## config.mk

```make
export PLATFORM = sky130hd
export DESIGN_NAME = dtcm_arbiter
export DESIGN_NICKNAME = d
export VERILOG_FILES = /design/src/rtl/dtcm_arb_pkg.sv /design/src/rtl/dtcm_arb_id_fifo.sv /design/src/rtl/dtcm_arbiter.sv
export SDC_FILE = /design/constraint.sdc
export NUM_CORES = 1
export LEC_CHECK = 0
export BUFFER_PORTS_ARGS = -buffer_cell sky130_fd_sc_hd__buf_2
export CORE_AREA = 5 5 120 122
export CTS_CLUSTER_DIAMETER = 80
export DETAILED_ROUTE_END_ITERATION = 10
export DIE_AREA = 0 0 125 127
export GPL_TIMING_DRIVEN = 0
export PLACE_DENSITY = 0.53
export SYNTH_ARGS = -nofsm -noshare
export SYNTH_HDL_FRONTEND = slang
export SYNTH_HIERARCHICAL = 1
export SYNTH_SLANG_ARGS = --single-unit
```

## constraint.sdc

```tcl
create_clock -name clk -period 6.2 [get_ports clk]
set_input_delay 0.62 -clock clk [delete_from_list [all_inputs] [get_ports clk]]
set_output_delay 0.62 -clock clk [all_outputs]
set_load 0.01 [all_outputs]
```

## src/rtl/dtcm_arb_pkg.sv

```systemverilog
// Shared types and constants for the DTCM arbiter slice.
//   DTCM_ADDR_WIDTH / DTCM_RAM_DW / DTCM_RAM_MW : DTCM command/response widths
//   DTCM_ARB_SRC_LSU / DTCM_ARB_SRC_EXT         : source IDs tracked in the ID FIFO
//   DTCM_ARB_OUTS_DEPTH                         : default outstanding-command depth
package dtcm_arb_pkg;
  localparam int DTCM_ADDR_WIDTH     = 32;
  localparam int DTCM_RAM_DW         = 32;
  localparam int DTCM_RAM_MW         = 4;
  localparam int DTCM_ARB_OUTS_DEPTH = 2;

  localparam logic DTCM_ARB_SRC_LSU = 1'b0;
  localparam logic DTCM_ARB_SRC_EXT = 1'b1;
endpackage

```

## src/rtl/dtcm_arb_id_fifo.sv

```systemverilog
// In-order source-ID FIFO (1 bit wide) recording which requester owns each
// outstanding DTCM command.
// Ports:
//   clk, rst        : clock, synchronous active-high reset (empties the FIFO)
//   push_i, din_i   : enqueue one source ID
//   pop_i           : dequeue head (caller guarantees not empty)
//   full_o, empty_o : occupancy flags
//   head_o          : source ID at the head
module dtcm_arb_id_fifo
  import dtcm_arb_pkg::*;
#(
  parameter int DEPTH = 2
) (
  input  logic clk,
  input  logic rst,
  input  logic push_i,
  input  logic pop_i,
  input  logic din_i,
  output logic full_o,
  output logic empty_o,
  output logic head_o
);
  // A depth-1 FIFO still needs a 1-bit pointer to keep the code uniform;
  // the wrap compare pins it at 0.
  localparam int PW = (DEPTH > 1) ? $clog2(DEPTH) : 1;
  localparam int CW = $clog2(DEPTH) + 1;

  logic [DEPTH-1:0] mem_q;
  logic [PW-1:0]    wptr_q, wptr_d, rptr_q, rptr_d;
  logic [CW-1:0]    cnt_q, cnt_d;

  function automatic logic [PW-1:0] ptr_inc(input logic [PW-1:0] p);
    return (p == PW'(DEPTH - 1)) ? '0 : p + 1'b1;
  endfunction

  always_comb begin
    wptr_d = wptr_q;
    rptr_d = rptr_q;
    cnt_d  = cnt_q;
    if (push_i) wptr_d = ptr_inc(wptr_q);
    if (pop_i)  rptr_d = ptr_inc(rptr_q);
    case ({push_i, pop_i})
      2'b10:   cnt_d = cnt_q + 1'b1;
      2'b01:   cnt_d = cnt_q - 1'b1;
      default: cnt_d = cnt_q;
    endcase
  end

  always_ff @(posedge clk) begin
    if (rst) begin
      wptr_q <= '0;
      rptr_q <= '0;
      cnt_q  <= '0;
    end else begin
      wptr_q <= wptr_d;
      rptr_q <= rptr_d;
      cnt_q  <= cnt_d;
    end
  end

  // Entry storage: each slot loads only when the write pointer selects it.
  for (genvar i = 0; i < DEPTH; i++) begin : g_ent
    always_ff @(posedge clk) begin
      if (rst)                                mem_q[i] <= DTCM_ARB_SRC_LSU;
      else if (push_i && wptr_q == PW'(i))    mem_q[i] <= din_i;
    end
  end

  assign head_o  = mem_q[rptr_q];
  assign full_o  = (cnt_q == CW'(DEPTH));
  assign empty_o = (cnt_q == '0);
endmodule

```

## src/rtl/dtcm_arbiter.sv

```systemverilog
// Two-port arbiter in front of dtcm_ctrl: LSU (port 0) and external bus/DMA
// (port 1) share one command/response channel. Commands are granted
// combinationally; each accepted command's source ID is queued so responses
// (returned in order by dtcm_ctrl) are routed back to the issuer.
// Configuration macro: DTCM_ARB_RR_EN -- defined: round-robin on ties;
//   undefined: fixed priority, LSU wins ties.
// Ports:
//   clk, rst                  : clock, synchronous active-high reset
//   lsu_cmd_* / lsu_rsp_*     : LSU command / response channels
//   ext_cmd_* / ext_rsp_*     : external port command / response channels
//   dtcm_cmd_*                : muxed command channel to dtcm_ctrl
//   dtcm_rsp_*                : response channel from dtcm_ctrl
module dtcm_arbiter
  import dtcm_arb_pkg::*;
#(
  parameter int OUTS_DEPTH = DTCM_ARB_OUTS_DEPTH
) (
  input  logic                       clk,
  input  logic                       rst,
  // LSU
  input  logic                       lsu_cmd_valid_i,
  output logic                       lsu_cmd_ready_o,
  input  logic                       lsu_cmd_read_i,
  input  logic [DTCM_ADDR_WIDTH-1:0] lsu_cmd_addr_i,
  input  logic [DTCM_RAM_MW-1:0]     lsu_cmd_wmask_i,
  input  logic [DTCM_RAM_DW-1:0]     lsu_cmd_wdata_i,
  output logic                       lsu_rsp_valid_o,
  input  logic                       lsu_rsp_ready_i,
  output logic [DTCM_RAM_DW-1:0]     lsu_rsp_rdata_o,
  // external bus / DMA
  input  logic                       ext_cmd_valid_i,
  output logic                       ext_cmd_ready_o,
  input  logic                       ext_cmd_read_i,
  input  logic [DTCM_ADDR_WIDTH-1:0] ext_cmd_addr_i,
  input  logic [DTCM_RAM_MW-1:0]     ext_cmd_wmask_i,
  input  logic [DTCM_RAM_DW-1:0]     ext_cmd_wdata_i,
  output logic                       ext_rsp_valid_o,
  input  logic                       ext_rsp_ready_i,
  output logic [DTCM_RAM_DW-1:0]     ext_rsp_rdata_o,
  // dtcm_ctrl
  output logic                       dtcm_cmd_valid_o,
  input  logic                       dtcm_cmd_ready_i,
  output logic                       dtcm_cmd_read_o,
  output logic [DTCM_ADDR_WIDTH-1:0] dtcm_cmd_addr_o,
  output logic [DTCM_RAM_MW-1:0]     dtcm_cmd_wmask_o,
  output logic [DTCM_RAM_DW-1:0]     dtcm_cmd_wdata_o,
  input  logic                       dtcm_rsp_valid_i,
  output logic                       dtcm_rsp_ready_o,
  input  logic [DTCM_RAM_DW-1:0]     dtcm_rsp_rdata_i
);
  logic gnt, gnt_vld, accept, can_push, cmd_rdy;
  logic lock_q, lock_d, lock_src_q, lock_src_d;
  logic fifo_full, fifo_empty, fifo_head, push, pop;

`ifdef DTCM_ARB_RR_EN
  logic last_q, last_d;
`endif

  // Grant select: a locked grant wins; otherwise resolve ties by policy.
  always_comb begin
    gnt = DTCM_ARB_SRC_LSU;
    if (lock_q)
      gnt = lock_src_q;
    else if (lsu_cmd_valid_i && ext_cmd_valid_i)
`ifdef DTCM_ARB_RR_EN
      gnt = ~last_q;
`else
      gnt = DTCM_ARB_SRC_LSU;
`endif
    else if (ext_cmd_valid_i)
      gnt = DTCM_ARB_SRC_EXT;
  end

  assign gnt_vld = (gnt == DTCM_ARB_SRC_EXT) ? ext_cmd_valid_i : lsu_cmd_valid_i;

  // A full FIFO may still take a command if the head is retiring this cycle.
  assign pop      = ~rst & ~fifo_empty & dtcm_rsp_valid_i & dtcm_rsp_ready_o;
  assign can_push = ~fifo_full | pop;

  assign dtcm_cmd_valid_o = ~rst & gnt_vld & can_push;
  assign cmd_rdy          = ~rst & dtcm_cmd_ready_i & can_push;
  assign lsu_cmd_ready_o  = cmd_rdy & (gnt == DTCM_ARB_SRC_LSU);
  assign ext_cmd_ready_o  = cmd_rdy & (gnt == DTCM_ARB_SRC_EXT);
  assign accept           = dtcm_cmd_valid_o & dtcm_cmd_ready_i;
  assign push             = accept;

  assign dtcm_cmd_read_o  = gnt ? ext_cmd_read_i  : lsu_cmd_read_i;
  assign dtcm_cmd_addr_o  = gnt ? ext_cmd_addr_i  : lsu_cmd_addr_i;
  assign dtcm_cmd_wmask_o = gnt ? ext_cmd_wmask_i : lsu_cmd_wmask_i;
  assign dtcm_cmd_wdata_o = gnt ? ext_cmd_wdata_i : lsu_cmd_wdata_i;

  // Hold the grant while the granted requester waits for its handshake.
  assign lock_d     = gnt_vld & ~accept;
  assign lock_src_d = gnt;

`ifdef DTCM_ARB_RR_EN
  assign last_d = accept ? gnt : last_q;
`endif

  always_ff @(posedge clk) begin
    if (rst) begin
      lock_q     <= 1'b0;
      lock_src_q <= DTCM_ARB_SRC_LSU;
`ifdef DTCM_ARB_RR_EN
      last_q     <= DTCM_ARB_SRC_EXT;
`endif
    end else begin
      lock_q     <= lock_d;
      lock_src_q <= lock_src_d;
`ifdef DTCM_ARB_RR_EN
      last_q     <= last_d;
`endif
    end
  end

  dtcm_arb_id_fifo #(.DEPTH(OUTS_DEPTH)) u_id_fifo (
    .clk     (clk),
    .rst     (rst),
    .push_i  (push),
    .pop_i   (pop),
    .din_i   (gnt),
    .full_o  (fifo_full),
    .empty_o (fifo_empty),
    .head_o  (fifo_head)
  );

  // Responses go to the head owner. With nothing outstanding (or in reset)
  // stray responses are drained by holding ready high.
  assign dtcm_rsp_ready_o = rst | fifo_empty |
                            (fifo_head ? ext_rsp_ready_i : lsu_rsp_ready_i);
  assign lsu_rsp_valid_o  = ~rst & ~fifo_empty & dtcm_rsp_valid_i &
                            (fifo_head == DTCM_ARB_SRC_LSU);
  assign ext_rsp_valid_o  = ~rst & ~fifo_empty & dtcm_rsp_valid_i &
                            (fifo_head == DTCM_ARB_SRC_EXT);
  assign lsu_rsp_rdata_o  = dtcm_rsp_rdata_i;
  assign ext_rsp_rdata_o  = dtcm_rsp_rdata_i;
endmodule

```

==> flow_metrics.env <==
export IMPL_status="finished, final reports clean"
export IMPL_cp_end_kind="primary output"
export IMPL_synth_fp_nets=370
export IMPL_final_common_cell="buf_2"
export IMPL_gr_total_overflow=0
export IMPL_clockRootBuffer="clkbuf_16"
export IMPL_netlist_area_um2=1800
export IMPL_worstPathRequired_ns=5.58
export IMPL_clock_sinks=8
export IMPL_die_w_um=125
export IMPL_yosys_warnings=6
export IMPL_wl_per_cell_um=14.3
export IMPL_syn_avg_cell_area_um2=9.40
export IMPL_report_final_slew_viol_count=0
export IMPL_synth_top_family_by_area="multiplexers"
export IMPL_layout_min_cycle_time_ns=2.48
export IMPL_synth_edf_count=0
export IMPL_hpwl_um=8650
export IMPL_yosys_register_bits=8
export IMPL_drive_above_1_share=0.906
export IMPL_synthArstFlopShare=0
export IMPL_p_leak_uw=0.00198
export IMPL_cts_htree_levels=1
export IMPL_first_pass_iters=5
export IMPL_ys_seq_area_frac=0.0892
export IMPL_yosys_area_share_adder=0.00697
export IMPL_nets=659
export IMPL_synth_compound_area_frac=0.0286
export IMPL_io_pins=317
export IMPL_portBuffers=284
export IMPL_worst_pin_slew_ns=0.310
export IMPL_period_share=0.401
export IMPL_skew_ns=0.000472
export IMPL_vias_per_cell=3.60
export IMPL_setup_violations=0
export IMPL_cts_setup_buffers=0
export IMPL_dieHeight_um=127
export IMPL_max_clock_path_buffers=2
export IMPL_muxShareOfSynthArea=0.456
export IMPL_clk_pin_slew_ns=0.04
export IMPL_grt_pass1_wl_um=13900
export IMPL_synth_distinct_cells=27
export IMPL_cts_resized_gates=0
export IMPL_tns_ns=0
export IMPL_cp_max_fo=10
export IMPL_gp_congestion=0.884
export IMPL_critPathLaunchType="input port"
export IMPL_worstSkewPairLatency_ns=0.23
export IMPL_drt_wl_total_um=9370
export IMPL_vdd_drop_max_uv=99.2
export IMPL_cts_tree="built"
export IMPL_route_detailed_drc=0
export IMPL_rsz0062_at_grt="false"
export IMPL_crit_type="input port to primary output"
export IMPL_finalWorstSetupSlack_ns=3.72
export IMPL_final_cell_mix="buf_2 (284), mux2_2 (70), buf_4 (64)"
export IMPL_crit_arrival_ns=1.86
export IMPL_synth_flop_cell="dfxtp_1"
export IMPL_synthXorXnorAreaFrac=0.0146
export IMPL_fp_row_count=42
export IMPL_antenna_left=0
export IMPL_initial_core_util=0.137
export IMPL_max_freq_mhz=402
export IMPL_max_cap_violations=0
export IMPL_vias=2361
export IMPL_synth_simple_area_share=0.0732
export IMPL_grt_max_degree=13
export IMPL_hp_class="flop to flop"
export IMPL_numCtsBuffers=3
export IMPL_coreArea_um2=13100
export IMPL_grt_usage=0.105
export IMPL_slew_headroom=0.787
export IMPL_grt_pass1_vias=2546
export IMPL_holdWs_ns=0.452
export IMPL_finalHoldViolations=0
export IMPL_drtIter0Drc=17
export IMPL_antenna_found_initial=1
export IMPL_power_density_nw_per_um2=119
export IMPL_final_cells=655
export IMPL_die_area_um2=15900
export IMPL_place_inst=651
export IMPL_pre_cts_slack_ns=3.58
export IMPL_synthesis_instances=191
export IMPL_holdBufCountCts=0
export IMPL_area_delta_synth_final_pct=95.7
[cells in the mapped netlist (all sizes together), types with 2 or more instances]
library cell / n / area [µm²]
mux2: 70 / 788
buf: 65 / 492
nor2: 10 / 37.5
dfxtp: 8 / 160
clkbuf: 7 / 96.3
nand2: 4 / 15.0
a21oi: 3 / 15.0
mux2i: 3 / 30.0
and3: 2 / 12.5
inv: 2 / 7.51
o21ai: 2 / 13.8
xnor2: 2 / 17.5
[registers in the layout, summed over array words and instances (netlist names)]
signal and count:
lock_q 1, u_id_fifo/mem_q 2, u_id_fifo/wptr_q 1, u_id_fifo/rptr_q 1
u_id_fifo/cnt_q 2, lock_src_q 1
[path summary, 6_finish.rpt]
check	start	endpoint	slack (ns)	depth (start not counted)
min	u_id_fifo/mem_q[1]$_SDFFE_PP0P_	u_id_fifo/mem_q[1]$_SDFFE_PP0P_	0.45	2
max reg2reg	u_id_fifo/rptr_q$_SDFFE_PP0P_	u_id_fifo/cnt_q[1]$_SDFFE_PP0P_	3.85	8
min reg2reg	u_id_fifo/mem_q[1]$_SDFFE_PP0P_	u_id_fifo/mem_q[1]$_SDFFE_PP0P_	0.45	2
max	lsu_cmd_valid_i	dtcm_cmd_addr_o[7]	3.72	7
[kinds of logic after synthesis]
| logic type | count (synthesis) |
|---|---|
| AOI/OAI and AO/OA | 8 |
| xor gates and xnor gates | 3 |
| adders and majority gates | 1 |
| buffers and inverters | 74 |
| DFF | 8 |
| muxes | 73 |
| and+or+nand+nor | 24 |
[area by class of cell]
class | instances | area (µm²)
Fill cell | 1432 | 9570
Timing Repair Buffer | 284 | 1420
Multi-Input combinational cell | 109 | 1040
Buffer | 72 | 588
Tap cell | 176 | 220
Sequential cell | 8 | 160
Clock buffer | 3 | 75.1
Inverter | 2 | 7.51
Antenna cell | 1 | 2.50
[where the power goes]
group | internal [µW] | switching [µW] | total (µW)
registers | 54.3 | 2.22 | 56.6
logic | 147 | 108 | 255
clock network | 83.0 | 23.4 | 106
total | 285 | 133 | 418
[through the flow]
step	utilization	power, µW	cell area (µm²)
after floorplan	-	196	1800
after CTS	0.268	424	3510
after global routing	0.269	446	3510
after global placement	0.263	311	3440
after detailed placement	0.263	314	3440
final	0.269	418	3510
[metal layers]
metal / track usage / part of all wire / up-vias
li1: - / - / 1172
met1: 0.124 / 0.38 / 1066
met2: 0.204 / 0.55 / 123
met3: 0.0205 / 0.074 / 0
met4: 0.0121 / 0 / 0
met5: 0 / 0 / -
[critical path: stages]
cell and delay (ns):
buf_2 0.10, nor2_1 0.04, a22oi_1 0.19, buf_6 0.21, clkbuf_8 0.20, mux2_2 0.34
buf_2 0.16
Power figures use the tool's default switching activity.
